--- src/rtl/regfile_pkg.sv ---
// regfile_pkg: shared register-file geometry and types for the read/write port arbiters.
package regfile_pkg;
  localparam int REG_COUNT = 32;
  localparam int ADDR_W = $clog2(REG_COUNT);
  localparam int DATA_W = 64;
  typedef logic [ADDR_W-1:0] reg_addr_t;
  typedef logic [DATA_W-1:0] reg_data_t;
endpackage

--- src/rtl/regfile_read_arbiter_rr_arbiter.sv ---
// rr_arbiter: round-robin pick of the first valid index at or after ptr, as one-hot and encoded index.
module rr_arbiter #(
  parameter int N = 4,
  localparam int W = $clog2(N)
) (
  input  logic [N-1:0] valid,
  input  logic [W-1:0] ptr,
  output logic [N-1:0] grant,
  output logic [W-1:0] idx,
  output logic         any
);
  logic [2*N-1:0] rot_dbl;
  logic [2*N-1:0] spread;
  logic [N-1:0]   rot;
  logic [N-1:0]   rot_grant;
  // Rotate so ptr sits at bit 0, isolate the lowest set bit, then rotate back.
  always_comb begin
    rot_dbl = {valid, valid} >> ptr;
    rot = rot_dbl[N-1:0];
    rot_grant = rot & (~rot + 1'b1);
    idx = '0;
    for (int k = N - 1; k >= 0; k--)
      if (rot[k]) idx = W'((int'(ptr) + k) % N);
    spread = {{N{1'b0}}, rot_grant} << ptr;
    grant = spread[N-1:0] | spread[2*N-1:N];
    any = |valid;
  end
endmodule

--- src/rtl/regfile_read_arbiter.sv ---
// regfile_read_arbiter: round-robin sharing of the register-file read port with a one-cycle registered response.
module regfile_read_arbiter #(
  parameter int NUM_REQ = 4,
  parameter int DATA_W  = regfile_pkg::DATA_W,
  parameter int ADDR_W  = regfile_pkg::ADDR_W
) (
  input  logic                      clk,
  input  logic                      reset_n,
  input  logic [NUM_REQ-1:0]        req_valid,
  input  logic [NUM_REQ*ADDR_W-1:0] req_addr,
  output logic [NUM_REQ-1:0]        req_ready,
  output logic [ADDR_W-1:0]         rd_sel,
  input  logic [DATA_W-1:0]         rd_data,
  output logic [NUM_REQ-1:0]        rsp_valid,
  output logic [DATA_W-1:0]         rsp_data
);
  localparam int IDX_W = $clog2(NUM_REQ);
  logic [IDX_W-1:0]   rr_ptr;
  logic [IDX_W-1:0]   grant_idx;
  logic [NUM_REQ-1:0] grant;
  logic               any_grant;
  rr_arbiter #(.N(NUM_REQ)) u_arb (
    .valid(req_valid),
    .ptr  (rr_ptr),
    .grant(grant),
    .idx  (grant_idx),
    .any  (any_grant)
  );
  assign req_ready = reset_n ? grant : '0;
  always_comb begin
    rd_sel = '0;
    for (int i = 0; i < NUM_REQ; i++)
      if (req_ready[i]) rd_sel = req_addr[i*ADDR_W +: ADDR_W];
  end
  // rsp_data only loads on an accept, so it holds through idle cycles.
  always_ff @(posedge clk or negedge reset_n) begin
    if (!reset_n) begin
      rr_ptr <= '0;
      rsp_valid <= '0;
      rsp_data <= '0;
    end else begin
      rsp_valid <= grant;
      if (any_grant) begin
        rr_ptr <= (grant_idx == IDX_W'(NUM_REQ - 1)) ? '0 : grant_idx + 1'b1;
        rsp_data <= rd_data;
      end
    end
  end
endmodule

--- config.mk ---
export PLATFORM = sky130hd
export DESIGN_NAME = regfile_read_arbiter
export DESIGN_NICKNAME = d
export VERILOG_FILES = /design/src/rtl/regfile_pkg.sv /design/src/rtl/regfile_read_arbiter_rr_arbiter.sv /design/src/rtl/regfile_read_arbiter.sv
export SDC_FILE = /design/constraint.sdc
export NUM_CORES = 1
export LEC_CHECK = 0
export CORE_MARGIN = 2
export CORE_UTILIZATION = 38
export DETAILED_ROUTE_END_ITERATION = 10
export GPL_ROUTABILITY_DRIVEN = 0
export PLACE_DENSITY = 0.81
export SYNTH_ARGS = -nofsm -noshare
export SYNTH_HDL_FRONTEND = slang
export SYNTH_SLANG_ARGS = --single-unit
export TNS_END_PERCENT = 20
--- constraint.sdc ---
create_clock -name clk -period 2.2 [get_ports clk]
set_clock_uncertainty 0.05 [all_clocks]
set_input_delay 0.33 -clock clk [delete_from_list [all_inputs] [get_ports clk]]
set_output_delay 0.33 -clock clk [all_outputs]
set_load 0.05 [all_outputs]
Word-level counts from Yosys, hierarchy flattened
Cells that the tools add are included.
{"block": "word_totals", "register_bits": 70, "latchBits": 0, "ramBits": 0, "mem_bits_ro": 0, "in_bits": 90, "output_inout_bits": 77, "word_cells": 25, "n_memories": 0}
{"block": "classes", "n_addsub": 5, "mul": 0, "div_mod_pow": 0, "magnitude_cmp": 0, "n_eq_ne": 1, "shift": 2, "n_mux": 10, "bitwise_logic": 3, "n_reduce_logical": 1}
{"cell": "$mux 5", "n": 4}
{"cell": "$mux 2", "n": 5}
{"cell": "$shl 4x2->8", "n": 1}
{"cell": "$shr 8x2->4", "n": 1}
{"cell": "$add 2x1->2 const B", "n": 2}
{"cell": "$add 2x2->2 const B", "n": 2}
{"cell": "$add 4x1->4 const B", "n": 1}
{"cell": "$and 4x4->4", "n": 1}
{"cell": "$mux 4", "n": 1}
{"cell": "$not 4->4", "n": 1}
{"cell": "$or 4x4->4", "n": 1}
{"cell": "$reduce_or 4->1", "n": 1}
{"cell": "$eq 2x2->1 const B", "n": 1}

Logic depth before layout (Yosys ltp)
{"block": "depth", "word_depth": 11, "mapped_depth": 7, "depth_no_buf": 6}

Cells and area by module
Synthesis repeated with hierarchy kept, for this count alone.
{"block": "hier_totals", "hier_cells": 209, "hier_area_um2": 3138.0}
{"mod": "regfile_read_arbiter", "n_inst": 1, "cells_each": 178, "area_each_um2": 2922.8, "seq_area_each_um2": 1751.7}
{"mod": "rr_arbiter", "n_inst": 1, "cells_each": 31, "area_each_um2": 215.2, "seq_area_each_um2": 0.0}

Worst setup path before layout
No wires, ideal clock.
{"block": "synth_path", "path_type": "register to output", "start": "register rr_ptr[1]", "end": "output port rd_sel[3]", "t_arrival_ns": 2.491, "required_time_ns": 1.820, "slack_ns": -0.671, "stages_incl_launch_ff": 5, "path_buffers": 0, "cell_sequence": "dfrtp_1 > nand2b_1 > a221oi_4 > a221oi_1 > o32ai_1"}
{"block": "synth_between", "elab_cells_between_ends": 11, "classes_between": "add/sub (1); shift (2); mux (5); bitwise (3)"}
{"element": "from (decl)", "line": "regfile_read_arbiter.sv:18", "source": "logic [IDX_W-1:0] rr_ptr;"}
{"element": "from (signal assigned)", "line": "regfile_read_arbiter.sv:44", "source": "rr_ptr <= (grant_idx == IDX_W'(NUM_REQ - 1)) ? '0 : grant_idx + 1'b1;"}
{"element": "$shr 8x2->4", "line": "regfile_read_arbiter_rr_arbiter.sv:18", "source": "rot_dbl = {valid, valid} >> ptr;"}
{"element": "$not 4->4", "line": "regfile_read_arbiter_rr_arbiter.sv:20", "source": "rot_grant = rot & (~rot + 1'b1);"}
{"element": "$add 4x1->4", "line": "regfile_read_arbiter_rr_arbiter.sv:20"}
{"element": "$and 4x4->4", "line": "regfile_read_arbiter_rr_arbiter.sv:20"}
{"element": "$shl 4x2->8 *", "line": "regfile_read_arbiter_rr_arbiter.sv:24", "source": "spread = {{N{1'b0}}, rot_grant} << ptr;"}
{"element": "$or 4x4->4 *", "line": "regfile_read_arbiter_rr_arbiter.sv:25", "source": "grant = spread[N-1:0] | spread[2*N-1:N];"}
{"element": "named net grant[1]", "line": "regfile_read_arbiter.sv:20", "source": "logic [NUM_REQ-1:0] grant;"}
{"element": "$mux 4 *", "line": "regfile_read_arbiter.sv:29", "source": "assign req_ready = reset_n ? grant : '0;"}
{"element": "$mux 5 * (3 in a row)", "line": "regfile_read_arbiter.sv:33", "source": "if (req_ready[i]) rd_sel = req_addr[i*ADDR_W +: ADDR_W];"}
{"element": "to (decl)", "line": "regfile_read_arbiter.sv:12", "source": "output logic [ADDR_W-1:0] rd_sel,"}
Mark *: on every way through the listed nets, which the timed path passes. The rest lies on a longest branch.

Worst setup path in the final report
{"block": "layout_path", "start": "register rr_ptr[0]", "end": "output port rd_sel[2]"}
{"block": "layout_between", "elab_cells_between_ends": 11, "classes_between": "add/sub (1); shift (2); mux (5); bitwise (3)"}
{"element": "$shr 8x2->4", "line": "regfile_read_arbiter_rr_arbiter.sv:18"}
{"element": "$not 4->4", "line": "regfile_read_arbiter_rr_arbiter.sv:20"}
{"element": "$add 4x1->4", "line": "regfile_read_arbiter_rr_arbiter.sv:20"}
{"element": "$and 4x4->4", "line": "regfile_read_arbiter_rr_arbiter.sv:20"}
{"element": "$shl 4x2->8 *", "line": "regfile_read_arbiter_rr_arbiter.sv:24"}
{"element": "$or 4x4->4 *", "line": "regfile_read_arbiter_rr_arbiter.sv:25"}
{"element": "named net grant[2]", "line": "regfile_read_arbiter.sv:20"}
{"element": "$mux 4 *", "line": "regfile_read_arbiter.sv:29"}
{"element": "$mux 5 * (2 in a row)", "line": "regfile_read_arbiter.sv:33"}
Marked as above.

==> flow_metrics.tcl <==
set metrics [dict create \
    p_per_area_nw_per_um2 813 \
    final_cells 500 \
    switchingPower_mw 1.48 \
    layout.nets 486 \
    rsz0062_at_grt "true" \
    violations "setup timing" \
    grt_pass1_vias 2797 \
    worst_slack_ps -265 \
    fp.dieW_um 90.8 \
    slowest_delay_ps 420 \
    r2r_setup_slack_ps 520 \
    synth_ff_type "dfrtp_1" \
    status "finished, violations left" \
    ys_top_cells_by_count "dfrtp_1, mux2_2, buf_2" \
    grt_max_degree 45 \
    maxSlewHeadroom 0.635 \
    clock_sink_count 70 \
    initial_utilization 0.393 \
    drive_above_1_share 0.377 \
    num_rows 31 \
    grt_use_met1 0.226 \
    leakage_nw 2.23 \
    grtUsageMet3 0.0634 \
    h-tree-depth 3 \
    portBuffers 166 \
    critPathCapture "rd_sel[2]" \
    drv_slew 0 \
    hold_class "input pin to async pin" \
    antenna_found_initial 0 \
    syn_nets 285 \
    sequentialPowerShare 0.328 \
    start_kind "flop" \
    dr.pass1.iters 4 \
    wl_um 8580 \
    critPathSlowestCell "dfrtp_1" \
    vias 2451 \
    fmax_mhz 406 \
    cts_max_path_buffers 2 \
    timing.hold.ws_ps 42.8 \
    cts_root_buf "clkbuf_8" \
    reg2reg_from "rr_ptr[1]$_DFFE_PN0P_" \
    yosysWarnings 0 \
    post-route-min-period_ps 2470 \
    dieHeight_um 90.8 \
    synth_top_area_share 0.612 \
    r2r_cells 7 \
    period_share 1.12 \
    wire_per_inst_um 17.2 \
    cp_data_arrival_time_ps 2090 \
    grtUsageMet2 0.371 \
    criticalPathCategory "flop to output port" \
    switching_share 0.335 \
    post-route-util 0.749 \
    cp.required_ps 1820 \
    first_iter_violations 43 \
    ant_nets 0 \
    syn-cell-area_um2 2860 \
    rr_endpoint "rr_ptr[1]$_DFFE_PN0P_" \
    p_int_mw 2.95 \
    ir_drop_mv 0.447 \
    pwr-share-clk 0.283 \
    ioPinCount 167 \
    regArea_um2 1750 \
    drv_cap 0 \
    crit_path_end_kind "output port" \
    grt_use_total 0.213 \
    yosysTopAreaCell "dfrtp_1" \
    startpoint "rr_ptr[0]$_DFFE_PN0P_" \
    area_growth_pct 90.7 \
    drc 0 \
    clk_latency_ps 330 \
    tightest_slew_ps 548 \
    synth_most_common_cell "dfrtp_1" \
    cts_buffers 9 \
    async_flop_share 1.00 \
    setup_viol 8 \
    place_hpwl_um 6230 \
    die_area_um2 8240 \
    synth_edf_count 0 \
    cp_max_fo 7 \
    design_area_um2 5460 \
    fill_cells 499 \
    multiInputGateArea_um2 1260 \
    yosys_register_bits 70 \
    ys_types 28 \
    syn_inst 195 \
    grt-ovfl-total 0 \
    path_cells "buf_6 -> a21o_1 -> a21oi_2 -> o21ai_2 -> inv_4 -> a221oi_2 -> o32ai_4 -> buf_12" \
    cts_tree "yes" \
    core_um2 7290 \
    dp_cells 474 \
    netlist_top_cells_area "dfrtp_1, mux2_2, buf_2" \
    pwr-share-comb 0.389 \
    syn_area_per_cell_um2 14.7 \
    ys_seq_area_frac 0.612 \
    place_area_um2 5020 \
    hold_viol 0 \
    grt_pass1_wl_um 13800 \
    cts.clk_slew.worst_paths_ps 70 \
    n_antenna_cell 0 \
    via_per_inst 4.90 \
    grt_busiest_layer "met2" \
]
==> logic make-up after synthesis <==
logic type / share of synthesized area
mux: 0.252
simple gates: 0.0345
compound gates: 0.0765
flops: 0.612
buf+inv: 0.0253
==> worst min path at each step <==
stage / startpoint / end / slack [ps] / cells past startpoint
global placement: reset_n / rsp_data[17]$_DFFE_PN0P_ / 170 / 1
global route: reset_n / rsp_data[13]$_DFFE_PN0P_ / 60 / 2
detailed placement: reset_n / rsp_data[17]$_DFFE_PN0P_ / 180 / 1
floorplan: reset_n / rr_ptr[0]$_DFFE_PN0P_ / -20 / 0
finish: reset_n / rsp_data[15]$_DFFE_PN0P_ / 40 / 2
CTS: reset_n / rsp_data[15]$_DFFE_PN0P_ / 40 / 2
==> placed cells by master, fill, tap and decap left out, drive strengths merged <==
cell,synthesis,final
clkdlybuf4s50,0,153
dfrtp,70,70
mux2,64,64
buf,9,43
clkbuf,1,9
nand2,7,7
nor2,7,7
inv,6,7
a221oi,6,6
o32ai,5,5
and2,4,4
bufinv,0,3
dlygate4sd2,0,3
clkinv,0,3
a21oi,2,2
o211ai,2,2
o21ai,2,2
a21o,1,1
nand2b,1,1
o221ai,1,1
a2bb2oi,1,1
o21a,1,1
o22ai,1,1
and3,1,1
nor4,1,1
a22oi,1,1
a211oi,1,1
dlygate4sd3,0,1
==> per-stage QoR <==
stage	TNS (ps)	total power [mW]	worst slack [ps]
finish	-1280	4.44	-265
global route	-1780	4.61	-319
floorplan	-12.7	2.31	-4.24
CTS	-964	4.42	-183
global placement	-7450	2.96	-338
detailed placement	-6740	2.99	-464
==> registers in the layout, summed over array words and instances, names as in the netlist <==
| register | cells |
|---|---|
| rsp_valid | 4 |
| rr_ptr | 2 |
| rsp_data | 64 |
==> layer usage <==
layer / vias to the layer above / share of wire
li1: 1103 / -
met1: 1197 / 0.38
met2: 116 / 0.51
met3: 35 / 0.066
met4: 0 / 0.051
met5: - / 0
==> worst max-delay path: cells and delay by family, from the launching register on <==
kind                   cells  cell delay (ps)
DFF                        1              420
buffers and inverters      3              500
AOI/OAI and AO/OA          5              820
==> final cells by class <==
class,count,share of cell area
Tap cell,99,0.0227
Inverter,6,0.00458
Timing Repair Buffer,200,0.376
Sequential cell,70,0.321
Clock buffer,9,0.0227
Multi-Input combinational cell,109,0.231
Clock inverter,7,0.0222
==> power groups by stage <==
stage | Clock (mW) | Sequential, mW | Combinational [mW]
after floorplan | 0 | 1.82 | 0.486
after global placement | 0 | 1.47 | 1.49
after detailed placement | 0 | 1.48 | 1.52
after CTS | 1.28 | 1.45 | 1.69
after global routing | 1.34 | 1.47 | 1.80
final | 1.25 | 1.46 | 1.73
==> what timing repair did <==
item,in CTS,in global routing
setup buffers,9,0
hold endpoints to repair,9,0
gates cloned,0,0
hold buffers,1,0
resized for setup,24,5
pin swaps,9,4
endpoints found under the setup margin,7,8
Power figures use the tool's default switching activity.
